===== config.mk =====
export PLATFORM = sky130hd
export DESIGN_NAME = regex_table_loader
export DESIGN_NICKNAME = d
export VERILOG_FILES = /design/src/rtl/regex_table_loader_pkg.sv /design/src/rtl/regex_table_loader_fifo.sv /design/src/rtl/regex_table_loader.sv
export SDC_FILE = /design/constraint.sdc
export NUM_CORES = 1
export LEC_CHECK = 0
export CAP_MARGIN = 20
export CORE_MARGIN = 2
export CORE_UTILIZATION = 55
export CTS_CLUSTER_SIZE = 12
export DETAILED_ROUTE_END_ITERATION = 10
export GPL_TIMING_DRIVEN = 0
export PLACE_DENSITY = 0.78
export SLEW_MARGIN = 20
export SYNTH_ARGS = -nofsm -noshare
export SYNTH_HDL_FRONTEND = slang
export SYNTH_HIERARCHICAL = 1
export SYNTH_SLANG_ARGS = --single-unit

===== constraint.sdc =====
create_clock -name clk -period 6.2 [get_ports clk]
set_clock_uncertainty 0.05 [all_clocks]
set_input_delay 1.86 -clock clk [delete_from_list [all_inputs] [get_ports clk]]
set_output_delay 1.86 -clock clk [all_outputs]
set_load 0.01 [all_outputs]

===== src/rtl/regex_table_loader_pkg.sv =====
// regex_table_loader_pkg: shared constants, entry field positions and FSM encoding
// for the regex table write-side loader.
package regex_table_loader_pkg;
    localparam int TBL_ADDR_W  = 14;
    localparam int TBL_ENTRY_W = 15;
    localparam int PORT_W      = TBL_ADDR_W + TBL_ENTRY_W;
    localparam logic [PORT_W-1:0] IDLE_CODE = '0;
    localparam int MATCH_BIT = 14;
    localparam int STAGE_MSB = 12;
    localparam int STAGE_LSB = 0;
    localparam int CNT_W = 8;
    typedef enum logic [2:0] {
        S_IDLE,
        S_HOLD,
        S_GAP,
        S_CLR_HOLD,
        S_CLR_GAP
    } state_e;
endpackage


===== src/rtl/regex_table_loader_fifo.sv =====
// fallthrough_small_fifo: small first-word-fallthrough FIFO; dout shows the head entry
// whenever empty is low.
module fallthrough_small_fifo #(
    parameter int WIDTH          = 29,
    parameter int MAX_DEPTH_BITS = 2
) (
    input  logic             clk,
    input  logic             reset,
    input  logic [WIDTH-1:0] din,
    input  logic             wr_en,
    input  logic             rd_en,
    output logic [WIDTH-1:0] dout,
    output logic             full,
    output logic             empty
);
    localparam int DEPTH = 1 << MAX_DEPTH_BITS;
    localparam logic [MAX_DEPTH_BITS-1:0] PTR_ONE = 1;
    localparam logic [MAX_DEPTH_BITS:0] CNT_ONE = 1;
    localparam logic [MAX_DEPTH_BITS:0] CNT_FULL = (MAX_DEPTH_BITS+1)'(DEPTH);
    logic [WIDTH-1:0] mem_q [DEPTH];
    logic [MAX_DEPTH_BITS-1:0] wr_ptr_q, rd_ptr_q;
    logic [MAX_DEPTH_BITS:0] count_q;
    logic push, pop;
    assign full  = count_q == CNT_FULL;
    assign empty = count_q == '0;
    assign dout  = mem_q[rd_ptr_q];
    assign push  = wr_en && !full;
    assign pop   = rd_en && !empty;
    always_ff @(posedge clk or posedge reset) begin
        if (reset) begin
            wr_ptr_q <= '0;
            rd_ptr_q <= '0;
            count_q  <= '0;
        end else begin
            wr_ptr_q <= push ? wr_ptr_q + PTR_ONE : wr_ptr_q;
            rd_ptr_q <= pop ? rd_ptr_q + PTR_ONE : rd_ptr_q;
            count_q  <= (push && !pop) ? count_q + CNT_ONE :
                        (pop && !push) ? count_q - CNT_ONE : count_q;
        end
    end
    always_ff @(posedge clk) begin
        if (push) mem_q[wr_ptr_q] <= din;
    end
endmodule


===== src/rtl/regex_table_loader.sv =====
// regex_table_loader: buffers table-entry writes and replays them on the regex_match write
// port with hold/idle framing; also sweeps the whole table to zero on request.
module regex_table_loader
    import regex_table_loader_pkg::*;
#(
    parameter int TABLE_ADDR_WIDTH = TBL_ADDR_W,
    parameter int ENTRY_WIDTH      = TBL_ENTRY_W,
    parameter int HOLD_CYCLES      = 2,
    parameter int GAP_CYCLES       = 1,
    parameter int FIFO_DEPTH_BITS  = 2
) (
    input  logic                        clk,
    input  logic                        reset,
    input  logic                        wr_req,
    input  logic [TABLE_ADDR_WIDTH-1:0] wr_addr,
    input  logic [ENTRY_WIDTH-1:0]      wr_data,
    output logic                        wr_ack,
    input  logic                        clear_req,
    output logic                        clear_busy,
    output logic [ENTRY_WIDTH-1:0]      regex_din,
    output logic [TABLE_ADDR_WIDTH-1:0] regex_in_addr,
    output logic                        loader_idle,
    output logic [15:0]                 entries_written,
    output logic [15:0]                 entries_rejected
);
    localparam int PW = TABLE_ADDR_WIDTH + ENTRY_WIDTH;
    localparam logic [TABLE_ADDR_WIDTH-1:0] ADDR_ONE = 1;
    localparam logic [CNT_W-1:0] CNT_ONE   = 1;
    localparam logic [CNT_W-1:0] HOLD_LAST = CNT_W'(HOLD_CYCLES - 1);
    localparam logic [CNT_W-1:0] GAP_LAST  = CNT_W'(GAP_CYCLES - 1);

    state_e state_q, state_d;
    logic [CNT_W-1:0] cnt_q, cnt_d;
    logic [TABLE_ADDR_WIDTH-1:0] addr_q, addr_d, clr_addr_q, clr_addr_d;
    logic [ENTRY_WIDTH-1:0] din_q, din_d;
    logic clr_busy_q, clr_busy_d, ack_q, ack_d;
    logic [15:0] written_q, written_d, rejected_q, rejected_d;
    logic entry_zero, consume, push, pop, launch, written_inc;
    logic fifo_full, fifo_empty;
    logic [PW-1:0] fifo_dout;

    // A zero entry would look like the idle code, so it is acked but never queued.
    assign entry_zero = (wr_addr == '0) && (wr_data == '0);
    assign push       = wr_req && !ack_q && !entry_zero && !fifo_full && !clr_busy_q;
    assign consume    = wr_req && !ack_q && (entry_zero || (!fifo_full && !clr_busy_q));
    assign ack_d      = consume;
    assign written_d  = (written_inc && written_q != 16'hFFFF) ? written_q + 16'd1 : written_q;
    assign rejected_d = (consume && entry_zero && rejected_q != 16'hFFFF) ? rejected_q + 16'd1 : rejected_q;

    fallthrough_small_fifo #(
        .WIDTH         (PW),
        .MAX_DEPTH_BITS(FIFO_DEPTH_BITS)
    ) u_fifo (
        .clk  (clk),
        .reset(reset),
        .din  ({wr_addr, wr_data}),
        .wr_en(push),
        .rd_en(pop),
        .dout (fifo_dout),
        .full (fifo_full),
        .empty(fifo_empty)
    );

    always_comb begin
        state_d     = state_q;
        cnt_d       = cnt_q + CNT_ONE;
        addr_d      = addr_q;
        din_d       = din_q;
        clr_addr_d  = clr_addr_q;
        clr_busy_d  = clr_busy_q | clear_req;
        pop         = 1'b0;
        launch      = 1'b0;
        written_inc = 1'b0;
        case (state_q)
            S_IDLE: launch = 1'b1;
            S_HOLD, S_CLR_HOLD: begin
                if (cnt_q == HOLD_LAST) begin
                    {addr_d, din_d} = PW'(IDLE_CODE);
                    cnt_d           = '0;
                    state_d         = (state_q == S_HOLD) ? S_GAP : S_CLR_GAP;
                    written_inc     = state_q == S_HOLD;
                end
            end
            // The last gap cycle launches the next entry directly to sustain HOLD+GAP throughput.
            S_GAP: launch = cnt_q == GAP_LAST;
            S_CLR_GAP: begin
                if (cnt_q == GAP_LAST) begin
                    cnt_d      = '0;
                    clr_addr_d = clr_addr_q + ADDR_ONE;
                    addr_d     = clr_addr_q + ADDR_ONE;
                    state_d    = (clr_addr_q == '1) ? S_IDLE : S_CLR_HOLD;
                    clr_busy_d = clr_addr_q != '1;
                end
            end
            default: state_d = S_IDLE;
        endcase
        if (launch) begin
            cnt_d = '0;
            if (clr_busy_q && fifo_empty) begin
                state_d    = S_CLR_HOLD;
                clr_addr_d = ADDR_ONE;
                addr_d     = ADDR_ONE;
                din_d      = '0;
            end else if (!fifo_empty) begin
                pop             = 1'b1;
                {addr_d, din_d} = fifo_dout;
                state_d         = S_HOLD;
            end else begin
                state_d = S_IDLE;
            end
        end
    end

    always_ff @(posedge clk or posedge reset) begin
        if (reset) begin
            state_q    <= S_IDLE;
            cnt_q      <= '0;
            addr_q     <= '0;
            din_q      <= '0;
            clr_addr_q <= '0;
            clr_busy_q <= 1'b0;
            ack_q      <= 1'b0;
            written_q  <= '0;
            rejected_q <= '0;
        end else begin
            state_q    <= state_d;
            cnt_q      <= cnt_d;
            addr_q     <= addr_d;
            din_q      <= din_d;
            clr_addr_q <= clr_addr_d;
            clr_busy_q <= clr_busy_d;
            ack_q      <= ack_d;
            written_q  <= written_d;
            rejected_q <= rejected_d;
        end
    end

    assign wr_ack           = ack_q;
    assign clear_busy       = clr_busy_q;
    assign regex_din        = din_q;
    assign regex_in_addr    = addr_q;
    assign loader_idle      = fifo_empty && state_q == S_IDLE && !clr_busy_q;
    assign entries_written  = written_q;
    assign entries_rejected = rejected_q;
endmodule


## Yosys cells after proc, flatten, opt, wreduce, memory -nomap -nowiden

Memory sizes are Yosys's and may differ from the RTL's.
Index checks and enable logic that the tools add are counted.

| storage, ports and cells | value |
|---|---|
| register bits after elaboration | 95 |
| bits in latches | 0 |
| bits in writable memories | 116 |
| ROM bits | 0 |
| bits of input ports | 33 |
| output and inout bits | 64 |
| logic and storage cells | 108 |
| memories kept | 1 |

| cells by class | value |
|---|---|
| $add $sub $neg | 8 |
| multipliers | 0 |
| divide/modulo/power cells | 0 |
| order comparisons | 0 |
| eq/ne operators | 13 |
| shift operators | 0 |
| multiplexer cells | 39 |
| bitwise operators | 1 |
| reduce and logical (&&, ||, !) cells | 34 |

Memories:

| name | depth | width | read ports | clocked after memory_dff | write ports | RTL line | text |
|---|---|---|---|---|---|---|---|
| u_fifo.mem_q | 4 | 29 | 1 | 0 | 1 | regex_table_loader_fifo.sv:20 | `logic [WIDTH-1:0] mem_q [DEPTH];` |

Operators with widths:

| cell | count |
|---|---|
| $mux 14 | 9 |
| $mux 15 | 5 |
| $add 16x1->16 const B | 2 |
| $ne 16x16->1 const B | 2 |
| $pmux 14 s2 | 1 |
| $mux 8 | 3 |
| $mux 3 | 6 |
| $logic_and 1x1->1 | 17 |
| $pmux 8 s2 | 1 |
| $logic_not 15->1 | 1 |
| $add 14x1->14 const B | 1 |
| $eq 14x14->1 const B | 1 |
| $logic_not 14->1 | 1 |
| $ne 14x14->1 const B | 1 |
| $mux 1 | 10 |
| $pmux 3 s3 | 1 |
| $add 8x1->8 const B | 1 |
| $eq 8x1->1 const B | 1 |
| $logic_not 8->1 | 1 |
| $logic_not 1->1 | 7 |
| $eq 3x2->1 const B | 2 |
| $eq 3x3->1 const B | 2 |
| $logic_not 3->1 | 2 |
| $ne 3x3->1 const B | 2 |
| other kinds (12) | 15 |

## Depth between registers and ports, before layout

Gate-level depths: netlist (run 1).

| logic depth | value |
|---|---|
| depth in word-level cells | 11 |
| depth in mapped cells | 12 |
| gate-level depth less buffers | 11 |

## Modules after synthesis

Netlist (run 1), hierarchy kept.

Modules (own cells, without submodules):

| module | times used | cells an instance | area each (um2) | seq. area each (um2) |
|---|---|---|---|---|
| fallthrough_small_fifo | 1 | 187 | 4625.7 | 3658.5 |
| regex_table_loader | 1 | 418 | 4299.1 | 2202.1 |

## Worst setup path after synthesis (run 1)

Ideal clock, no wire load.

| timing path | value |
|---|---|
| path type | input port to flip-flop |
| start | in wr_addr[1] |
| end | reg u_fifo.count_q[1] |
| setup time | 0.125 ns |
| arrival | 3.713 ns |
| data required time | 6.025 ns |
| slack | 2.312 ns |
| stages on the path | 10 |
| path buffers | 1 |
| path through | nor4_1 nand4_1 nor2_1 nor4_1 nor2b_2 buf_6 ha_1 inv_1 fa_1 mux2_2 |

| between the ends | value |
|---|---|
| longest elaborated chain between the ends | 10 |
| elaborated cells on any way between the ends | 12 |
| classes of those cells | mux (1); reduce/logical (11) |

RTL lines:

| element | RTL line | text |
|---|---|---|
| start: declaration | regex_table_loader.sv:15 | `input logic [TABLE_ADDR_WIDTH-1:0] wr_addr,` |
| $logic_not 14->1 (*) | regex_table_loader.sv:43 | `assign entry_zero = (wr_addr == '0) && (wr_data == '0);` |
| $logic_and 1x1->1 (*) | regex_table_loader.sv:43 |  |
| $logic_not 1->1 (*) | regex_table_loader.sv:44 | `assign push = wr_req && !ack_q && !entry_zero && !fifo_full && !clr_busy_q;` |
| $logic_and 1x1->1 (*) (3 in series) | regex_table_loader.sv:44 |  |
| via push | regex_table_loader.sv:38 | `logic entry_zero, consume, push, pop, launch, written_inc;` |
| $logic_and 1x1->1 (*) | regex_table_loader_fifo.sv:27 | `assign push = wr_en && !full;` |
| via u_fifo.push | regex_table_loader_fifo.sv:23 | `logic push, pop;` |
| $logic_not 1->1 | regex_table_loader_fifo.sv:38 | `(pop && !push) ? count_q - CNT_ONE : count_q;` |
| $logic_and 1x1->1 | regex_table_loader_fifo.sv:38 |  |
| $reduce_bool 2->1 (no line) | - |  |
| end signal: assignment | regex_table_loader_fifo.sv:37 | `count_q <= (push && !pop) ? count_q + CNT_ONE :` |
| end: declaration | regex_table_loader_fifo.sv:22 | `logic [MAX_DEPTH_BITS:0] count_q;` |

Mark *: on every way through the listed nets, which the timed path passes. The rest lies on a longest branch.
A chain may end at the register's enable or synchronous reset.

## Worst setup path in the final report (run 1)

| timing path | value |
|---|---|
| start | reg u_fifo.count_q[0] |
| end | out loader_idle |

| between the ends | value |
|---|---|
| longest elaborated chain between the ends | 3 |

RTL lines:

| element | RTL line | text |
|---|---|---|
| $logic_not 3->1 | regex_table_loader_fifo.sv:25 | `assign empty = count_q == '0;` |
| via fifo_empty | regex_table_loader.sv:39 | `logic fifo_full, fifo_empty;` |
| $logic_and 1x1->1 (2 in series) | regex_table_loader.sv:142 | `assign loader_idle = fifo_empty && state_q == S_IDLE && !clr_busy_q;` |
| end: declaration | regex_table_loader.sv:22 | `output logic loader_idle,` |

The timed path passes the listed nets, and every way through them passes these cells.

==> results of run 1 <==
power groups by stage:
stage	clock network [µW]	logic (µW)	registers, µW
2_1_floorplan	0	855	1820
3_3_place_gp	0	1310	1800
3_5_place_dp	0	1350	1810
4_1_cts	1240	1360	1790
5_1_grt	1300	1460	1810
6_report	1230	1350	1790
path summary, 6_finish.rpt:
path                                                        end  cells after the start  slack [ns]
worst max-delay path                                loader_idle                      4        1.49
worst min-delay path            entries_written[11]$_DFFE_PP0P_                      1        0.45
worst max register to register    u_fifo/count_q[1]$_DFFE_PP0P_                      9        2.86
worst min register to register  entries_written[11]$_DFFE_PP0P_                      1        0.45
max in group asynchronous              clr_addr_q[12]$_DFF_PP0_                      3        3.63
min in group asynchronous        u_fifo/rd_ptr_q[0]$_DFFE_PP0P_                      2        1.68
cell type report:
type | instances | area [µm²] | share of cell area
tap | 216 | 270 | 0.0249
timing repair buffer | 98 | 986 | 0.0908
clock inverter | 2 | 7.51 | 0.000691
sequential | 211 | 5860 | 0.540
clock buffer | 37 | 668 | 0.0615
multi-input combinational | 358 | 2890 | 0.266
inverter | 15 | 58.8 | 0.00542
buffer | 21 | 119 | 0.0109
cell usage in the layout (no fill, tap or decap), types with 2 or more instances in the layout:
cell type and instances:
a21oi_1 9, a221o_1 8, a22o_1 15, a22oi_1 4
and2_2 4, and3_1 6, and4_1 5, buf_2 8
buf_6 4, clkbuf_1 18, clkbuf_16 23, clkbuf_8 4
clkdlybuf4s50_1 96, clkinv_1 2, dfrtp_1 95, edfxtp_1 116
ha_1 11, inv_1 14, mux2_2 3, mux4_2 29
nand2_1 38, nand2b_1 5, nand3_1 23, nand3b_1 2
nand4_1 17, nor2_1 49, nor2b_1 4, nor3_1 7
nor4_1 15, nor4_2 2, o21ai_0 8, or2_2 3
or3_1 2, or3b_2 2, xnor2_1 48, xor2_1 17
sequential cells by signal (all words and copies together), names as in the netlist:
register	cells
u_fifo/mem_q	116
entries_rejected	16
entries_written	16
regex_din	15
clr_addr_q	14
regex_in_addr	14
cnt_q	8
state_q	3
u_fifo/count_q	3
u_fifo/rd_ptr_q	2
u_fifo/wr_ptr_q	2
clear_busy	1
wr_ack	1
through the flow:
| stage | utilization | cells | worst slack, ns | instance area (µm²) |
|---|---|---|---|---|
| final | 0.684 | 958 | 1.49 | 10900 |
| after global routing | 0.684 | 958 | 1.42 | 10900 |
| after CTS | 0.683 | 957 | 1.49 | 10900 |
| after detailed placement | 0.641 | 918 | 1.11 | 10200 |
| after global placement | 0.639 | 917 | 0.516 | 10200 |
| after floorplan | - | 605 | 2.01 | 8920 |
synthesized netlist by cell type (5+ instances only):
cell type / n / share of area
a21oi_1: 9 / 0.0050
a221o_1: 8 / 0.0090
a22o_1: 15 / 0.015
and3_1: 6 / 0.0042
and4_1: 5 / 0.0049
buf_2: 8 / 0.0045
clkbuf_1: 8 / 0.0034
dfrtp_1: 95 / 0.27
edfxtp_1: 116 / 0.39
ha_1: 11 / 0.015
inv_1: 15 / 0.0063
mux4_2: 29 / 0.073
nand2_1: 38 / 0.016
nand2b_1: 5 / 0.0035
nand3_1: 23 / 0.013
nand4_1: 17 / 0.012
nor2_1: 49 / 0.021
nor3_1: 7 / 0.0039
nor4_1: 15 / 0.011
o21ai_0: 8 / 0.0045
xnor2_1: 48 / 0.047
xor2_1: 17 / 0.017
cell families (layout without fill, tap and decap cells):
logic type / count (synthesis) / count (layout)
AND/OR/NAND/NOR: 191 / 191
flip-flops: 211 / 211
adder cells (fa/ha/maj): 13 / 13
XOR/XNOR: 65 / 65
AO/OA/AOI/OAI: 55 / 55
buffers and inverters: 36 / 173
multiplexers: 34 / 34
per-layer routing:
layer	GRT usage	wire, µm
met4	0.0700	542
met3	0.0282	744
met5	0	0
met2	0.375	9470
met1	0.290	7970
worst max-delay path: stages (launching register included):
cell	delay, ns
dfrtp_1	0.46
nor3_1	0.64
nand2b_1	0.21
nor4_1	0.38
clkdlybuf4s50_1	0.62
==> flow_metrics.py, run 1 <==
metrics = {
    "critical_path": {
        "cp_max_fo": 6,
        "arrival_ns": 2.80,
        "worstPathRequired_ns": 4.29,
        "critical_path.startpoint_type": "flop",
        "endpoint_kind": "output pin",
        "criticalPathCategory": "flop to output pin",
        "worstReg2RegStart": "cnt_q[2]$_DFF_PP0_",
        "worstSetupStartpoint": "u_fifo/count_q[0]$_DFFE_PP0P_",
    },
    "floorplanning": {
        "rows": 46,
        "die_h_um": 131,
        "fp.coreArea_um2": 15900,
        "die_w_um": 131,
        "start_util": 0.562,
        "ios": 97,
        "die_area_um2": 17300,
    },
    "global_route": {
        "grt_max_degree": 55,
        "grt_pass1_wl_um": 29900,
        "track_usage": 0.218,
        "antenna_found_initial": 0,
        "grt-ovfl-total": 0,
        "grt_pass1_vias": 5673,
    },
    "power": {
        "cellInternalPower_uw": 3050,
        "leakagePower_uw": 0.00402,
        "pwr-share-seq": 0.409,
        "p_sw_uw": 1310,
        "ir_drop_mv": 0.305,
        "power_frac_comb": 0.310,
        "swShare": 0.301,
        "powerDensity_nw_per_um2": 402,
        "clockPowerShare": 0.281,
        "power_uw": 4370,
    },
    "placement": {
        "gp_congestion": 0.841,
        "dpl.hpwl_um": 12500,
        "numPortBuffers": 96,
    },
    "min_path": {
        "hold_class": "flop to flop",
        "hold_start": "entries_written[11]$_DFFE_PP0P_",
    },
    "finish": {
        "antennaDiodeCount": 0,
        "drive_above_1_share": 0.129,
        "syn2layout_area_growth_pct": 21.7,
        "layout.nets": 772,
        "final.fill_count": 1121,
    },
    "logic_synthesis": {
        "synth_cells": 605,
        "avgSynthCellArea_um2": 14.8,
        "synth_nets": 650,
        "yosysSeqAreaShare": 0.657,
        "yosysUniqueCellTypes": 55,
        "synth_top_family_by_area": "simple AND/OR/NAND/NOR gates",
        "syn_area_um2": 8920,
        "synth-seq-cells": 211,
        "synth-async-reset-ratio": 0.450,
        "synth_flop_cell": "edfxtp_1",
        "synth_edf_count": 116,
        "synth_compound_area_frac": 0.0484,
        "yosysWarnings": 6,
        "synthAdderAreaFrac": 0.0188,
        "yosys.area_share.simple": 0.113,
        "muxShareOfSynthArea": 0.0798,
        "synthXorXnorAreaFrac": 0.0638,
    },
    "clock_network": {
        "cts_tree": "done",
        "cts-resized-gates": 0,
        "postCtsHoldBufs": 0,
        "insertion_delay_ns": 0.50,
        "cts_setup_buffers": 0,
        "clk_path_buf_depth": 3,
        "clockRootBuffer": "clkbuf_16",
        "numCtsBuffers": 22,
        "htree_levels": 1,
        "cts.sinks": 211,
        "clkTransAtPathRegs_ns": 0.06,
    },
    "timing": {
        "max_freq_mhz": 212,
        "setup_viol": 0,
        "setup-tns-final_ns": 0,
        "timing.hold.ws_ns": 0.447,
        "final-max-slew-violation-count": 0,
        "finalHoldViolCount": 0,
        "rsz0062_at_grt": "false",
        "slew_headroom": 0.425,
        "finalCritPeriodShare": 0.759,
        "worstMarginPinSlew_ns": 0.863,
        "layout_min_cycle_time_ns": 4.71,
    },
    "status": {
        "outcome": "finished, final reports clean",
    },
    "drt": {
        "drt-initial-drc-count": 273,
        "finalWirelength_um": 18700,
        "ant_nets": 0,
        "drc": 0,
        "drt_first_pass_iters": 5,
        "vias": 5525,
        "vias_per_cell": 5.77,
        "wl_per_cell_um": 19.5,
    },
    "flow_run": {
        "drv_cap": 0,
    },
}
(Power assumes the default switching activity.)
==> inputs of run 2 (changes only) <==
Settings changed: CORE_UTILIZATION 55 to 51, PLACE_DENSITY 0.78 to 0.76.
Clock period 6.2 ns to 3.9 ns, I/O delays scaled along.
==> run 2 against run 1 <==
Net effect:
- sequential power rose by 59%
- register-to-register slack worse by 2.3 ns
- worst setup slack got worse by 1.3 ns
- die area rose by 7.6%
- via count shrank 1.3%
- hold slack lost 0.0064 ns
- routed wire length down 2.1%
- sequential share of layout area decreased by 0.32 points
- combinational power increased by 59%
- cell count grew 0.84%
- design area increased by 0.60%
- critical path depth increased by 7
- critical path type is now input port to flop
- largest power group unchanged
==> flow_metrics.py, run 2 (synthesized netlist as in run 1, its figures left out) <==
metrics = {
    "power": {
        "cellInternalPower_uw": 4940,
        "ir_drop_mv": 0.455,
        "power_uw": 7080,
        "clockPowerShare": 0.295,
        "p_sw_uw": 2140,
        "power_frac_comb": 0.304,
        "leakagePower_uw": 0.00404,
        "powerDensity_nw_per_um2": 648,
        "pwr-share-seq": 0.401,
        "swShare": 0.302,
    },
    "finish": {
        "antennaDiodeCount": 0,
        "layout_commonest_cell": "edfxtp_1",
        "drive_above_1_share": 0.134,
        "syn2layout_area_growth_pct": 22.4,
        "largest-register": "u_fifo/mem_q",
        "layout.nets": 772,
        "fin_area_um2": 10900,
        "largest_reg_flops": 116,
        "layoutNonFillerInstCount": 966,
        "most-common-layout-cells": "edfxtp_1 (116), clkdlybuf4s50_1 (96), dfrtp_1 (95), nor2_1 (49), xnor2_1 (48)",
    },
    "floorplanning": {
        "fp.coreArea_um2": 17200,
        "ios": 97,
        "die_area_um2": 18600,
        "rows": 48,
        "die_w_um": 136,
        "start_util": 0.520,
        "die_h_um": 136,
    },
    "placement": {
        "dp_cells": 927,
        "dpl.hpwl_um": 12300,
        "numPortBuffers": 96,
        "gp_congestion": 0.859,
        "place_area_um2": 10200,
    },
    "status": {
        "outcome": "finished, final reports clean",
    },
    "drt": {
        "wl_per_cell_um": 19.0,
        "vias": 5451,
        "ant_nets": 0,
        "drc": 0,
        "drt-initial-drc-count": 255,
        "finalWirelength_um": 18300,
        "vias_per_cell": 5.64,
        "drt_first_pass_iters": 4,
    },
    "timing": {
        "rsz0062_at_grt": "false",
        "timing.hold.ws_ns": 0.440,
        "slew_headroom": 0.315,
        "finalHoldViolCount": 0,
        "setup_viol": 0,
        "setup-tns-final_ns": 0,
        "final-max-slew-violation-count": 0,
        "layout_min_cycle_time_ns": 3.75,
        "worstMarginPinSlew_ns": 1.02,
        "max_freq_mhz": 267,
        "finalCritPeriodShare": 0.961,
    },
    "critical_path": {
        "endpoint_kind": "flop",
        "critical_path.startpoint_type": "input port",
        "worstPathRequired_ns": 4.25,
        "arrival_ns": 4.09,
        "cp_max_fo": 7,
        "criticalPathCategory": "input port to flop",
    },
    "clock_network": {
        "postCtsHoldBufs": 0,
        "clockRootBuffer": "clkbuf_16",
        "insertion_delay_ns": 0.52,
        "cts_tree": "done",
        "cts_setup_buffers": 0,
        "clkTransAtPathRegs_ns": 0.06,
        "clk_path_buf_depth": 3,
        "numCtsBuffers": 23,
        "cts.sinks": 211,
        "htree_levels": 1,
    },
    "global_route": {
        "antenna_found_initial": 0,
        "track_usage": 0.203,
        "grt_pass1_wl_um": 29300,
        "grt-ovfl-total": 0,
        "grt_pass1_vias": 5500,
        "grt_max_degree": 60,
    },
    "flow_run": {
        "drv_cap": 0,
    },
    "min_path": {
        "hold_class": "flop to flop",
    },
}
## run 2: cell types whose count changed in the layout (fill, tap and decap cells not counted), sizes merged
cell	before	now
clkbuf	46	40
bufinv	0	2
inv	15	17
clkinv	2	3
## run 2: final timing paths
| kind | startpoint | cells after the start | end | slack, ns |
|---|---|---|---|---|
| min in group asynchronous | reset | 2 | u_fifo/wr_ptr_q[1]$_DFFE_PP0P_ | 0.97 |
| min reg2reg | entries_written[7]$_DFFE_PP0P_ | 1 | entries_written[7]$_DFFE_PP0P_ | 0.44 |
| max reg2reg | cnt_q[2]$_DFF_PP0_ | 9 | u_fifo/count_q[1]$_DFFE_PP0P_ | 0.56 |
| max in group asynchronous | reset | 3 | clr_addr_q[5]$_DFF_PP0_ | 2.13 |
| max | wr_addr[8] | 11 | u_fifo/count_q[1]$_DFFE_PP0P_ | 0.15 |
| min | entries_written[7]$_DFFE_PP0P_ | 1 | entries_written[7]$_DFFE_PP0P_ | 0.44 |
## run 2: power by group through the flow
stage               clock (µW)  combinational [µW]  sequential, µW
finish                    2090                2150            2840
global route              2230                2350            2870
CTS                       2140                2180            2840
detailed placement           0                2160            2870
global placement             0                2100            2860
floorplan                    0                1360            2890
## run 2: worst max-delay path: stages
cell             delay (ns)
clkdlybuf4s50_1        0.47
nor4_1                 0.53
nand4_1                0.37
nor2_1                 0.23
nor4_1                 0.07
nor2b_2                0.16
buf_6                  0.13
ha_1                   0.21
inv_1                  0.07
fa_1                   0.40
mux2_2                 0.27
## run 2: per-layer routing
layer  share of wire  up-vias  GRT usage
li1                -     2507          -
met1            0.43     2741      0.283
met2            0.50      176      0.338
met3           0.051       27     0.0309
met4           0.020        0     0.0544
met5               0        -          0
## run 2: area by class of cell
class / instances / area (µm²)
timing repair buffer: 97 / 988
multi-input combinational: 358 / 2890
buffer: 21 / 119
sequential: 211 / 5860
inverter: 15 / 58.8
tap: 225 / 282
fill: 1273 / 6250
clock inverter: 7 / 103
clock buffer: 32 / 619
## run 2: per-stage QoR
step / utilization / setup slack, ns
detailed placement: 0.594 / -0.378
floorplan: - / 0.401
finish: 0.636 / 0.151
global route: 0.636 / 0.0399
global placement: 0.592 / -1.09
CTS: 0.636 / 0.0923
## run 2: timing repair
action	CTS	global route
setup endpoints to repair	1	0
endpoints found under the hold margin	0	0
gates resized for setup	1	0
==> inputs of run 3 (changes only) <==
Settings changed: CORE_UTILIZATION 51 to 53, CTS_BUF_LIST from default to sky130_fd_sc_hd__clkbuf_8, PLACE_DENSITY 0.76 to 0.79.
==> run 3 against run 2 <==
Net effect:
- critical path depth unchanged
- combinational power is 2% higher
- maximum frequency is 0.14% higher
- global-route usage up 2.0 points
- cell count increased by 2.1%
- sequential power hardly changed
- design area down 0.27%
- sequential cell count is the same
- routed wire length increased by 4.1%
- register-to-register slack worse by 0.13 ns
- via count up 2.0%
- clock power is 9% lower
- critical endpoint unchanged
- highest routed layer unchanged
==> flow_metrics.py, run 3 (synthesized netlist as in run 1, its figures left out) <==
metrics = {
    "global_route": {
        "track_usage": 0.223,
        "grt-ovfl-total": 0,
        "antenna_found_initial": 0,
        "grt_max_degree": 54,
        "grt_pass1_wl_um": 31000,
        "grt_pass1_vias": 6014,
    },
    "clock_network": {
        "numCtsBuffers": 36,
        "htree_levels": 2,
        "cts_tree": "done",
        "clk_path_buf_depth": 3,
        "postCtsHoldBufs": 0,
        "clkTransAtPathRegs_ns": 0.05,
        "insertion_delay_ns": 0.52,
        "clockRootBuffer": "clkbuf_8",
        "cts.sinks": 211,
    },
    "placement": {
        "gp_congestion": 0.880,
        "dpl.hpwl_um": 12700,
        "numPortBuffers": 96,
    },
    "timing": {
        "setup_viol": 0,
        "slew_headroom": 0.366,
        "max_freq_mhz": 267,
        "setup-tns-final_ns": 0,
        "timing.hold.ws_ns": 0.448,
        "finalHoldViolCount": 0,
        "rsz0062_at_grt": "false",
        "final-max-slew-violation-count": 0,
        "layout_min_cycle_time_ns": 3.74,
        "worstMarginPinSlew_ns": 0.942,
        "finalCritPeriodShare": 0.960,
    },
    "critical_path": {
        "path_cells": "clkdlybuf4s50_1, nor4_1, nand4_1, nor2_1, nor4_1, nor2b_2, buf_6, ha_1, inv_1, fa_1, mux2_2",
        "critical_path.startpoint_type": "input port",
        "endpoint_kind": "flop",
        "arrival_ns": 4.09,
        "worstPathRequired_ns": 4.25,
        "slowest_stage": "clkdlybuf4s50_1",
        "criticalPathCategory": "input port to flop",
        "cp_max_fo": 7,
        "cpPeakStageDelay_ns": 0.47,
        "crit_top_cell": "nor4_1",
    },
    "drt": {
        "finalWirelength_um": 19100,
        "wl_per_cell_um": 19.4,
        "vias": 5558,
        "drt-initial-drc-count": 339,
        "drc": 0,
        "ant_nets": 0,
        "drt_first_pass_iters": 5,
        "vias_per_cell": 5.64,
    },
    "finish": {
        "layout.nets": 785,
        "layout_commonest_cell": "edfxtp_1",
        "most-common-layout-cells": "edfxtp_1 (116), clkdlybuf4s50_1 (96), dfrtp_1 (95), nor2_1 (49), xnor2_1 (48)",
        "regArea_um2": 5860,
        "largest-register": "u_fifo/mem_q",
        "largest_reg_flops": 116,
        "antennaDiodeCount": 0,
        "drive_above_1_share": 0.149,
        "multi_input_area_um2": 2900,
        "final.fill_count": 1131,
        "syn2layout_area_growth_pct": 22.1,
    },
    "power": {
        "powerDensity_nw_per_um2": 638,
        "ir_drop_mv": 0.397,
        "leakagePower_uw": 0.00411,
        "power_uw": 6950,
    },
    "min_path": {
        "hold_class": "flop to flop",
    },
    "floorplanning": {
        "start_util": 0.540,
        "die_h_um": 134,
        "die_w_um": 134,
        "fp.coreArea_um2": 16500,
        "die_area_um2": 17900,
        "ios": 97,
        "rows": 47,
    },
    "flow_run": {
        "drv_cap": 0,
    },
    "status": {
        "outcome": "finished, final reports clean",
    },
}
==> run 3: per-layer routing <==
layer,part of all wire,global-route usage,up-vias
met4,0.026,0.0816,0
met1,0.40,0.273,2776
met3,0.064,0.0571,38
met5,0,0,-
li1,-,-,2546
met2,0.51,0.384,198
==> run 3: cell type report <==
cell class / count / area share
inverters: 15 / 0.00540
multi-input cells: 358 / 0.266
repair buffers: 97 / 0.0907
well taps: 220 / 0.0253
plain buffers: 21 / 0.0109
flip-flops and latches: 211 / 0.538
clock buffers: 38 / 0.0480
clock inverters: 26 / 0.0155
==> run 3: repair_timing <==
action	CTS	global route
buffers inserted	0	0
gates resized for setup	1	1
endpoints found under the setup margin	1	1
==> run 3: per-stage QoR <==
step / setup slack, ns / utilization / instance area [µm²] / cells
CTS: 0.125 / 0.659 / 10900 / 986
detailed placement: -0.338 / 0.617 / 10200 / 922
global route: 0.0458 / 0.659 / 10900 / 986
global placement: -1.08 / 0.615 / 10200 / 921
floorplan: 0.401 / - / 8920 / 605
finish: 0.156 / 0.659 / 10900 / 986
==> run 3: power breakdown <==
group | internal (µW) | switching [µW] | leakage (µW)
combinational | 1080 | 1110 | 0.00140
clock | 1040 | 861 | 0.000414
sequential | 2620 | 237 | 0.00229
==> run 3: path summary, 6_finish.rpt <==
check,startpoint,to,slack [ns],cells after the start
setup / recovery,wr_addr[1],u_fifo/count_q[1]$_DFFE_PP0P_,0.16,11
max in group asynchronous,reset,entries_written[5]$_DFFE_PP0P_,2.08,3
hold reg to reg,entries_rejected[10]$_DFFE_PP0P_,entries_rejected[10]$_DFFE_PP0P_,0.45,1
hold / removal,entries_rejected[10]$_DFFE_PP0P_,entries_rejected[10]$_DFFE_PP0P_,0.45,1
setup reg to reg,cnt_q[2]$_DFF_PP0_,u_fifo/count_q[1]$_DFFE_PP0P_,0.43,9
min in group asynchronous,reset,u_fifo/wr_ptr_q[1]$_DFFE_PP0P_,0.99,2
==> run 3: worst max-delay path: cells and delay by family <==
kind                       cells  cell delay, ns
buffers and inverters          3            0.67
adders and majority gates      2            0.63
and+or+nand+nor                5            1.36
muxes                          1            0.27
